--- config.mk ---
export PLATFORM = sky130hd
export DESIGN_NAME = trigger_pulse_shaper
export DESIGN_NICKNAME = d
export VERILOG_FILES = /design/src/rtl/trigger_pulse_shaper.sv
export SDC_FILE = /design/constraint.sdc
export NUM_CORES = 1
export LEC_CHECK = 0
export ABC_AREA = 1
export BUFFER_PORTS_ARGS = -buffer_cell sky130_fd_sc_hd__buf_2
export CORE_MARGIN = 2
export CORE_UTILIZATION = 53
export CTS_CLUSTER_DIAMETER = 80
export DETAILED_ROUTE_END_ITERATION = 12
export PLACE_DENSITY_LB_ADDON = 0.3
export SLEW_MARGIN = 20
export SYNTH_ARGS = -nofsm -noshare
export SYNTH_HDL_FRONTEND = slang
export SYNTH_SLANG_ARGS = --single-unit
--- constraint.sdc ---
create_clock -name clk -period 4.15 [get_ports clk]
set_input_delay 0.83 -clock clk [delete_from_list [all_inputs] [get_ports clk]]
set_output_delay 0.83 -clock clk [all_outputs]
set_load 0.01 [all_outputs]
--- src/rtl/trigger_pulse_shaper.sv ---
`default_nettype none
// ============================================================================
// Module   : trigger_pulse_shaper
// Purpose  : Arms on a level, accepts a one-cycle trigger, and emits a delayed,
//            width-controlled pulse followed by a holdoff window. It also keeps
//            saturating counts of accepted and missed triggers.
// Revision : 1.0 - initial release
// ============================================================================
module trigger_pulse_shaper #(
    parameter int DLY_W = 32,
    parameter int PW_W  = 16,
    parameter int CNT_W = 16
) (
    input  logic             clk,
    input  logic             rst,
    input  logic             trig_in,
    input  logic             arm,
    input  logic             oneshot,
    input  logic [DLY_W-1:0] delay,
    input  logic [PW_W-1:0]  pulse_width,
    input  logic [DLY_W-1:0] holdoff,
    input  logic             clear_cnt,
    output logic             trig_out,
    output logic             armed,
    output logic             busy,
    output logic [CNT_W-1:0] trig_count,
    output logic [CNT_W-1:0] miss_count
);

    localparam logic [DLY_W-1:0] c_dly_one = DLY_W'(1);
    localparam logic [PW_W-1:0]  c_pw_one  = PW_W'(1);
    localparam logic [CNT_W-1:0] c_cnt_one = CNT_W'(1);

    typedef enum logic [2:0] {
        S_IDLE    = 3'd0,
        S_ARMED   = 3'd1,
        S_DELAY   = 3'd2,
        S_PULSE   = 3'd3,
        S_HOLDOFF = 3'd4,
        S_DONE    = 3'd5
    } state_t;

    state_t           r_state;
    logic [DLY_W-1:0] r_dly_cnt;
    logic [PW_W-1:0]  r_pw_cnt;
    logic [PW_W-1:0]  r_pw_lat;
    logic [DLY_W-1:0] r_hold_lat;
    logic             r_trig_out;
    logic             r_armed;
    logic             r_busy;
    logic [CNT_W-1:0] r_trig_count;
    logic [CNT_W-1:0] r_miss_count;

    state_t           w_next_state;
    state_t           w_resume_state;
    logic [DLY_W-1:0] w_dly_cnt_nxt;
    logic [PW_W-1:0]  w_pw_cnt_nxt;
    logic [PW_W-1:0]  w_pw_lat_nxt;
    logic [DLY_W-1:0] w_hold_lat_nxt;
    logic [PW_W-1:0]  w_pw_eff;
    logic             w_accept;
    logic             w_miss;
    logic             w_busy_nxt;
    logic [CNT_W-1:0] w_trig_count_nxt;
    logic [CNT_W-1:0] w_miss_count_nxt;

    // A zero width request still produces a one-cycle pulse.
    assign w_pw_eff       = (pulse_width == '0) ? c_pw_one : pulse_width;
    // oneshot is deliberately read at the moment the active window ends.
    assign w_resume_state = oneshot ? S_DONE : S_ARMED;

    always_comb begin
        w_next_state   = r_state;
        w_dly_cnt_nxt  = r_dly_cnt;
        w_pw_cnt_nxt   = r_pw_cnt;
        w_pw_lat_nxt   = r_pw_lat;
        w_hold_lat_nxt = r_hold_lat;
        w_accept       = 1'b0;
        w_miss         = trig_in && ((r_state == S_DELAY) || (r_state == S_PULSE) ||
                                     (r_state == S_HOLDOFF));

        if (!arm) begin
            w_next_state = S_IDLE;
        end else begin
            case (r_state)
                S_IDLE: begin
                    w_next_state = S_ARMED;
                end
                S_ARMED: begin
                    if (trig_in) begin
                        w_accept       = 1'b1;
                        w_pw_lat_nxt   = w_pw_eff;
                        w_hold_lat_nxt = holdoff;
                        if (delay != '0) begin
                            w_next_state  = S_DELAY;
                            w_dly_cnt_nxt = delay - c_dly_one;
                        end else begin
                            w_next_state = S_PULSE;
                            w_pw_cnt_nxt = w_pw_eff - c_pw_one;
                        end
                    end
                end
                S_DELAY: begin
                    if (r_dly_cnt == '0) begin
                        w_next_state = S_PULSE;
                        w_pw_cnt_nxt = r_pw_lat - c_pw_one;
                    end else begin
                        w_dly_cnt_nxt = r_dly_cnt - c_dly_one;
                    end
                end
                S_PULSE: begin
                    if (r_pw_cnt == '0) begin
                        if (r_hold_lat != '0) begin
                            w_next_state  = S_HOLDOFF;
                            w_dly_cnt_nxt = r_hold_lat - c_dly_one;
                        end else begin
                            w_next_state = w_resume_state;
                        end
                    end else begin
                        w_pw_cnt_nxt = r_pw_cnt - c_pw_one;
                    end
                end
                S_HOLDOFF: begin
                    if (r_dly_cnt == '0) begin
                        w_next_state = w_resume_state;
                    end else begin
                        w_dly_cnt_nxt = r_dly_cnt - c_dly_one;
                    end
                end
                S_DONE: begin
                    w_next_state = S_DONE;
                end
                default: begin
                    w_next_state = S_IDLE;
                end
            endcase
        end
    end

    assign w_busy_nxt = (w_next_state == S_DELAY) || (w_next_state == S_PULSE) ||
                        (w_next_state == S_HOLDOFF);

    // Clear has priority; otherwise counters stick at all-ones.
    always_comb begin
        w_trig_count_nxt = r_trig_count;
        w_miss_count_nxt = r_miss_count;
        if (clear_cnt) begin
            w_trig_count_nxt = '0;
            w_miss_count_nxt = '0;
        end else begin
            if (w_accept && !(&r_trig_count)) begin
                w_trig_count_nxt = r_trig_count + c_cnt_one;
            end
            if (w_miss && !(&r_miss_count)) begin
                w_miss_count_nxt = r_miss_count + c_cnt_one;
            end
        end
    end

    always_ff @(posedge clk or posedge rst) begin
        if (rst) begin
            r_state    <= S_IDLE;
            r_dly_cnt  <= '0;
            r_pw_cnt   <= '0;
            r_pw_lat   <= '0;
            r_hold_lat <= '0;
        end else begin
            r_state    <= w_next_state;
            r_dly_cnt  <= w_dly_cnt_nxt;
            r_pw_cnt   <= w_pw_cnt_nxt;
            r_pw_lat   <= w_pw_lat_nxt;
            r_hold_lat <= w_hold_lat_nxt;
        end
    end

    // Outputs are registered from the next state so they line up with it.
    always_ff @(posedge clk or posedge rst) begin
        if (rst) begin
            r_trig_out   <= 1'b0;
            r_armed      <= 1'b0;
            r_busy       <= 1'b0;
            r_trig_count <= '0;
            r_miss_count <= '0;
        end else begin
            r_trig_out   <= (w_next_state == S_PULSE);
            r_armed      <= (w_next_state == S_ARMED);
            r_busy       <= w_busy_nxt;
            r_trig_count <= w_trig_count_nxt;
            r_miss_count <= w_miss_count_nxt;
        end
    end

    assign trig_out   = r_trig_out;
    assign armed      = r_armed;
    assign busy       = r_busy;
    assign trig_count = r_trig_count;
    assign miss_count = r_miss_count;

endmodule
`default_nettype wire

## After elaboration in Yosys (flattened, before gate mapping)

Cells that the tools add are included.

- Reductions and logical operators: 25
- Equality and inequality tests: 17
- Muxes and demuxes: 28
- Add/subtract/negate cells: 8

Operators with widths:

| kind | number |
|---|---|
| 2-to-1 mux 32 bit | 5 |
| 2-to-1 mux 16 bit | 9 |
| case mux 32 bit (3 select lines) | 1 |
| subtractor 32 x 1 -> 32 bit (second input constant) | 3 |
| nonzero test 32 bit | 2 |
| case mux 16 bit (3 select lines) | 1 |
| subtractor 16 x 1 -> 16 bit (second input constant) | 3 |
| adder 16 x 1 -> 16 bit (second input constant) | 2 |
| logical NOT 16 bit | 2 |
| logical NOT 32 bit | 1 |
| AND reduction 16 bit | 2 |
| 2-to-1 mux 3 bit | 7 |
| case mux 3 bit (6 select lines) | 1 |
| == test 3 x 2 -> 1 bit (second input constant) | 4 |
| != test 2 bit (second input constant) | 5 |
| == test 3 bit (second input constant) | 3 |
| AND reduction 7 bit | 1 |
| == test 3 x 1 -> 1 bit (second input constant) | 2 |
| != test 2 x 1 -> 1 bit (second input constant) | 3 |
| AND reduction 6 bit | 1 |
| nonzero test 3 bit | 2 |
| logical OR 1 bit | 4 |
| 2-to-1 mux 1 bit | 4 |
| nonzero test 2 bit | 2 |
| other kinds (5) | 8 |

- Register bits after elaboration: 134
- Word-level logic and storage cells: 88
- Input port bits: 86
- Output and inout port bits: 35

## Logic depth before layout (Yosys ltp)

Gate-level depths: netlist (run 1).

- Word-level depth: 8
- Depth in mapped cells: 19
- Depth with buffers taken out: 18

## Least setup slack after synthesis (run 1)

OpenSTA, ideal clock, no wires.

- Path kind: register to register
- From: register r_state[1]
- To: register r_dly_cnt[12]
- Required time: 4,033 ps
- Setup slack: 1,786 ps
- Period minus slack after synthesis: 2,364 ps
- Library setup time: 117 ps
- Data arrival time: 2,247 ps
- Path buffers: 2
- Cell stages (with the launch flop): 19
- Path through: dfrtp_1 buf_2 nor2_2 nand2_2 nand2_2 buf_2 nand2_1 inv_1 a21oi_1 inv_1 ha_1 nand4_1 nor2_2 inv_1 nor2_1 nand2_1 xor2_1 nand2_1 nand2_1

- Longest elaborated chain between the ends: 4
- Elaborated cells on any way between the ends: 13
- Classes of those cells: eq/ne (9); mux (1); reduce/logical (3)

RTL lines:

| item | line | source |
|---|---|---|
| start: declaration | 43 | `state_t r_state;` |
| start signal: assignment | 168 | `r_state <= w_next_state;` |
| == test 3 x 2 -> 1 bit / == test 3 bit (equally long branches) | 85 | `case (r_state)` |
| OR reduction 2 bit (no line) | -- |  |
| != test 2 bit (no line) / nonzero test 3 bit (equally long branches) | -- |  |
| AND reduction 7 bit (no line) | -- |  |
| end signal: assignment | 169 | `r_dly_cnt <= w_dly_cnt_nxt;` |
| end: declaration | 44 | `logic [DLY_W-1:0] r_dly_cnt;` |

Several ways; a longest one is shown, not always the timed one.
A chain may end at the register's enable or synchronous reset.

## Final worst setup path (run 1)

- From: register r_state[1]
- To: register r_dly_cnt[20]

Same word-level chain as after synthesis.

==> results of run 1 <==
worst min-delay path by stage:
stage and endpoint:
2_1_floorplan r_pw_lat[13], 3_3_place_gp r_pw_cnt[7], 3_5_place_dp r_dly_cnt[30], 4_1_cts r_pw_cnt[7], 5_1_grt r_pw_lat[7], 6_report r_pw_lat[7]
power by group through the flow:
stage	combinational (mW)	sequential (mW)	clock [mW]
global placement	1.15	2.06	0
global route	1.38	2.11	1.58
detailed placement	1.18	2.06	0
CTS	1.19	2.05	1.53
finish	1.20	2.07	1.51
floorplan	0.903	1.94	0
layout by cell type (no fill, tap or decap), types with 4 or more instances in the layout:
cell | synthesis | final
nor2_2 | 9 | 10
inv_2 | 9 | 9
nand3b_1 | 13 | 13
nor2_1 | 127 | 125
a22oi_1 | 9 | 9
nand3_1 | 79 | 79
nand4_1 | 34 | 34
inv_1 | 160 | 159
dfrtp_1 | 134 | 134
buf_4 | 1 | 13
clkbuf_16 | 0 | 17
o21ai_1 | 14 | 14
inv_6 | 0 | 4
ha_1 | 4 | 4
nand2_2 | 6 | 6
xor2_1 | 9 | 9
xnor2_1 | 6 | 6
clkinvlp_4 | 0 | 4
nor4_1 | 10 | 10
a21oi_1 | 31 | 31
nor2_4 | 9 | 10
o21ai_0 | 69 | 69
nand2_1 | 486 | 486
buf_2 | 13 | 120
nor3_1 | 14 | 14
sequential cells by signal, indices dropped and copies added, names as in the netlist:
name	cells
armed	1
busy	1
miss_count	16
r_dly_cnt	32
r_hold_lat	32
r_pw_cnt	16
r_pw_lat	16
r_state	3
trig_count	16
trig_out	1
worst max-delay path: cells and delay by family, from the launching register on:
kind,cells,cell delay (ns)
and+or+nand+nor,12,1.90
AOI/OAI and AO/OA,1,0.29
DFF,1,0.67
buffers and inverters,2,0.17
adders and majority gates,1,0.23
cells by family after synthesis:
family / synth area share, %
xor gates and xnor gates: 1.531
adders and majority gates: 0.5834
and+or+nand+nor: 40.43
buffers and inverters: 9.859
DFF: 39.08
AOI/OAI and AO/OA: 8.517
final cells by class:
class	instances	area, um2	area share, %
sequential	134	3353	33.63
inverter	169	638.1	6.399
timing repair buffer	135	738.2	7.403
multi-input combinational	957	4390	44.03
clock buffer	19	442.9	4.442
tap	216	270.3	2.710
clock inverter	13	138.9	1.393
per-layer routing:
layer,global-route usage [%],share of wire (%)
met3,6.366,8.3
met4,7.850,1.7
met5,0,0.046
met2,43.74,44
met1,41.13,46
synth_stat cells (3+ instances only):
cell	count	area, um2
a21oi_1	31	155.2
o21ai_0	69	345.3
nor4_1	10	62.56
clkbuf_1	23	86.33
o21ai_1	14	70.07
and2_1	3	18.77
ha_1	4	50.05
a22oi_1	9	67.56
nand4_1	34	212.7
dfrtp_1	134	3353
xnor2_1	6	52.55
buf_6	4	45.04
nand2_1	486	1824
or2_2	3	18.77
inv_2	9	33.78
nor3_1	14	70.07
nand3b_1	13	97.59
nand3_2	3	30.03
nand3_1	79	395.4
inv_1	160	600.6
nor2_1	127	476.7
nor2_4	9	101.4
buf_2	13	65.06
nor2_2	9	56.30
xor2_1	9	78.83
nand2_2	6	37.54
through the flow:
step	power, mW	utilization [%]	cell area [um2]	cells
finish	4.771	63.00	9972	1643
global placement	3.209	59.20	9370	1610
floorplan	2.846	-	8583	1303
global route	5.072	63.00	9972	1643
detailed placement	3.241	59.20	9370	1610
CTS	4.766	62.88	9952	1642
==> flow_metrics.env, run 1 <==
export IMPL_status="completed"
export IMPL_core_um2=15830
export IMPL_period_minus_slack_ns=3.412
export IMPL_via_count=8836
export IMPL_diodes=0
export IMPL_grt_max_degree=73
export IMPL_worst_path_most_repeated_cell="nand2_1"
export IMPL_cp_arrival_ns=3.72
export IMPL_cts_tree="built"
export IMPL_grt_ovfl_total=0
export IMPL_drt_first_iter_violations=736
export IMPL_peakVddDrop_mv=0.3413
export IMPL_ys_flop_type="dfrtp_1"
export IMPL_antenna_found_initial=1
export IMPL_switchingPower_mw=1.766
export IMPL_power_density_nw_per_um2=478.4
export IMPL_die_area_um2=17220
export IMPL_pwr_share_seq_pct=43.3
export IMPL_first_global_vias=8199
export IMPL_worstReg2RegStart="r_state[1]"
export IMPL_drive_above_1_share_pct=14.86
export IMPL_switching_share_pct=37.02
export IMPL_hold_class="primary input to async pin"
export IMPL_drt_pass1_iterations=6
export IMPL_critPathMaxStageDelay_ns=0.67
export IMPL_synthesis_nets=1393
export IMPL_synth_area_per_cell_um2=6.584
export IMPL_synth_edff_count=0
export IMPL_finalHoldViolCount=0
export IMPL_rsz0062_at_grt="false"
export IMPL_ctsRootBufferMaster="clkbuf_16"
export IMPL_ff2ff_path_depth=16
export IMPL_cts_resized=0
export IMPL_clock_skew_ns=0.01210
export IMPL_crit_chain="nand2_2 -> nor2_1 -> nand2_1 -> nand2_1 -> inv_1 -> a21oi_1 -> inv_1 -> ha_1 -> nand4_1 -> nor2_2 -> nand3_2 -> nor2_4 -> nand3_1 -> nand2_1 -> nand3_1 -> nand2_1"
export IMPL_max_freq_ghz=0.2931
export IMPL_grt_usage_pct=28.60
export IMPL_ios=121
export IMPL_vias_per_cell=5.378
export IMPL_nFillCells=1483
export IMPL_gp_congestion=0.9247
export IMPL_crit_slowest_cell="dfrtp_1"
export IMPL_drtAntennaViolNets=0
export IMPL_ff2ff_setup_slack_ns=0.74
export IMPL_rows=46
export IMPL_grt_pass1_wl_um=40030
export IMPL_io_buffer_count=120
export IMPL_post_cts_buffers=0
export IMPL_cts_hold_buf=0
export IMPL_cts_max_path_buffers=2
export IMPL_setup_violations=0
export IMPL_clk_pin_slew_ns=0.07
export IMPL_synth_seq_cells=134
export IMPL_routed_wl_um=24060
export IMPL_synth_cells=1303
export IMPL_synth_cell_types=43
export IMPL_synth_warning_count=0
export IMPL_synthArstFlopShare_pct=100.0
export IMPL_post_place_ws_ns=0.9234
export IMPL_leakagePower_nw=5.199
export IMPL_h_tree_depth=4
export IMPL_fp_dieW_um=131.2
export IMPL_timing_final_ws_setup_ns=0.7381
export IMPL_end_kind="register"
export IMPL_cp_start_kind="register"
export IMPL_path_max_fanout=21
export IMPL_drv_slew=0
export IMPL_drv_cap=0
export IMPL_hold_slack_ns=0.3681
export IMPL_dp_hpwl_um=17750
export IMPL_synth_seq_area_share_pct=39.08
export IMPL_clock_latency_ns=0.43
export IMPL_start_util_pct=54.21
export IMPL_drc_errors=0
export IMPL_clockPowerShare_pct=31.6
export IMPL_endpoint="r_dly_cnt[20]"
export IMPL_critical_path_class="register to register"
export IMPL_area_growth_pct=16.23
export IMPL_finalSetupTns_ns=0
export IMPL_cts_sinks=134
export IMPL_required_ns=4.46
export IMPL_slew_headroom_pct=55.58
export IMPL_die_h_um=131.2
export IMPL_p_int_mw=3.004
export IMPL_fin_crit_sh_pct=82.21
export IMPL_routedWlPerCell_um=14.64
export IMPL_nets=1504
export IMPL_synth_area_um2=8579
export IMPL_cts_buffers=17
export IMPL_worstMarginPinSlew_ns=0.6655
export IMPL_p_comb_share_pct=25.1
export IMPL_rr_endpoint="r_dly_cnt[20]"
export IMPL_critPathLaunch="r_state[1]"
(Power assumes the default switching activity.)
==> inputs of run 2 (changes only) <==
==> constraint.sdc (replaced) <==
create_clock -name clk -period 2.9 [get_ports clk]
set_input_delay 0.58 -clock clk [delete_from_list [all_inputs] [get_ports clk]]
set_output_delay 0.58 -clock clk [all_outputs]
set_load 0.01 [all_outputs]
==> run 2 against run 1 <==
  * First-iteration DRC count increased by 22%
  * Flip-flop and latch count unchanged
  * Sequential share of layout area decreased by 0.15 points
  * Non-clock buffer count increased by 7
  * Clock power increased by 39%
  * Die area unchanged
  * Global-route usage decreased by 0.16 points
  * Worst setup slack got worse by 0.53 ns
  * Core utilization increased by 0.28 points
  * Total power increased by 42%
  * Critical endpoint is now r_dly_cnt[22]
==> flow_metrics.env, run 2 (synthesized netlist as in run 1, its figures left out) <==
export IMPL_status="completed"
export IMPL_required_ns=3.21
export IMPL_die_h_um=131.2
export IMPL_hold_class="primary input to async pin"
export IMPL_worstReg2RegStart="r_state[1]"
export IMPL_cp_start_kind="register"
export IMPL_fp_dieW_um=131.2
export IMPL_h_tree_depth=4
export IMPL_via_count=8739
export IMPL_top_layer="met5"
export IMPL_power_density_nw_per_um2=676.8
export IMPL_drive_above_1_share_pct=15.20
export IMPL_wl_met2_um=10570
export IMPL_core_um2=15830
export IMPL_finalHoldViolCount=0
export IMPL_p_comb_share_pct=25.5
export IMPL_stdcell_area_um2=10020
export IMPL_path_max_fanout=22
export IMPL_clock_skew_ns=0.01062
export IMPL_antenna_found_initial=1
export IMPL_setup_violations=0
export IMPL_ff2ff_path_depth=13
export IMPL_critical_path_class="register to register"
export IMPL_p_int_mw=4.343
export IMPL_clk_pin_slew_ns=0.06
export IMPL_grt_ovfl_total=0
export IMPL_period_minus_slack_ns=2.688
export IMPL_fin_crit_sh_pct=92.71
export IMPL_dpl_cell_area_um2=9443
export IMPL_diodes=0
export IMPL_nets=1511
export IMPL_cts_sinks=134
export IMPL_start_util_pct=54.21
export IMPL_met1_length_um=11290
export IMPL_finalSetupTns_ns=0
export IMPL_cts_buffers=17
export IMPL_cts_max_path_buffers=2
export IMPL_route_met3_wl_um=1717
export IMPL_drv_cap=0
export IMPL_slew_headroom_pct=52.23
export IMPL_routed_wl_um=23950
export IMPL_drc_errors=0
export IMPL_pwr_share_seq_pct=43.5
export IMPL_routedWlPerCell_um=14.51
export IMPL_dp_hpwl_um=17790
export IMPL_leakagePower_nw=5.226
export IMPL_nFillCells=1443
export IMPL_worstMarginPinSlew_ns=0.7158
export IMPL_drtAntennaViolNets=0
export IMPL_ios=121
export IMPL_final_cell_mix="nand2_1, inv_1, dfrtp_1"
export IMPL_rows=46
export IMPL_clockPowerShare_pct=31.0
export IMPL_grt_pass1_wl_um=40150
export IMPL_drt_first_iter_violations=899
export IMPL_rr_endpoint="r_dly_cnt[22]"
export IMPL_switching_share_pct=35.93
export IMPL_grt_usage_pct=28.44
export IMPL_ctsRootBufferMaster="clkbuf_16"
export IMPL_die_area_um2=17220
export IMPL_fin_util_pct=63.28
export IMPL_cts_hold_buf=0
export IMPL_drv_slew=0
export IMPL_hold_slack_ns=0.2600
export IMPL_switchingPower_mw=2.435
export IMPL_io_buffer_count=120
export IMPL_area_growth_pct=16.74
export IMPL_max_freq_ghz=0.3720
export IMPL_cts_tree="built"
export IMPL_cp_arrival_ns=3.00
export IMPL_clock_latency_ns=0.42
export IMPL_drt_pass1_iterations=5
export IMPL_rsz0062_at_grt="true"
export IMPL_grt_max_degree=48
export IMPL_vias_per_cell=5.296
export IMPL_end_kind="register"
export IMPL_largestRegisters="r_dly_cnt: 32 flops, r_hold_lat: 32 flops"
export IMPL_peakVddDrop_mv=0.4860
export IMPL_final_common_cell="nand2_1"
export IMPL_gp_congestion=0.9528
export IMPL_first_global_vias=8087
export IMPL_ff2ff_setup_slack_ns=0.21
-- run 2: cell types whose count changed in the layout (fill, tap and decap cells not counted), sizes merged --
cell    before  now
clkbuf      19   20
inv        175  169
clkinv       2    6
bufinv       1    2
buf        135  142
-- run 2: how the worst max path moves through the flow --
stage	from	endpoint	slack (ns)	depth (start not counted)
after global placement	r_state[1]	r_dly_cnt[12]	0.24	16
after CTS	r_state[1]	r_dly_cnt[12]	0.15	16
final	r_state[1]	r_dly_cnt[22]	0.21	13
after global routing	r_state[0]	r_dly_cnt[20]	-0.01	14
after detailed placement	r_state[1]	r_dly_cnt[12]	0.17	16
after floorplan	r_state[1]	r_dly_cnt[12]	0.54	18
-- run 2: per-layer routing --
layer	GRT usage [%]	vias to the layer above
li1	-	4347
met1	42.20	3995
met2	43.60	362
met3	4.090	33
met4	7.971	2
met5	0	-
-- run 2: worst max-delay path: stages, from the launching register on --
cell	delay [ns]
dfrtp_1	0.43
buf_4	0.21
nand2_4	0.15
nand2_2	0.14
inv_2	0.37
nand2_1	0.12
nand2_1	0.18
nand2_1	0.15
nor2_1	0.20
nand2_1	0.13
nor2_4	0.19
nand3b_1	0.13
nand3_1	0.11
nand2_1	0.06
-- run 2: layout make-up --
cell class                      count  area (um2)  share of cell area [%]
Tap cell                          216       270.3                   2.698
Clock inverter                     12       128.9                   1.287
Timing Repair Buffer              142       790.8                   7.895
Multi-Input combinational cell    957        4398                   43.91
Sequential cell                   134        3353                   33.48
Clock buffer                       20       436.7                   4.360
Inverter                          169       638.1                   6.371
-- run 2: what timing repair did --
item / 4_1_cts / 5_1_grt
endpoints found under the setup margin: 0 / 16
resized for setup: 0 / 2
setup buffers: 0 / 0
-- run 2: power groups by stage --
stage                     Clock (mW)  Combinational, mW  Sequential (mW)
after global placement             0               1.66             2.93
after CTS                       2.11               1.72             2.92
after global routing            2.21               2.00             3.01
final                           2.10               1.73             2.95
after detailed placement           0               1.71             2.94
after floorplan                    0               1.29             2.78
-- run 2: per-stage QoR --
step	std cells	total power, mW	setup WS [ns]
6_report	1650	6.778	0.2115
5_1_grt	1650	7.222	-0.01292
4_1_cts	1650	6.754	0.1486
3_5_place_dp	1618	4.647	0.1743
3_3_place_gp	1618	4.596	0.2439
2_1_floorplan	1303	4.072	0.5356
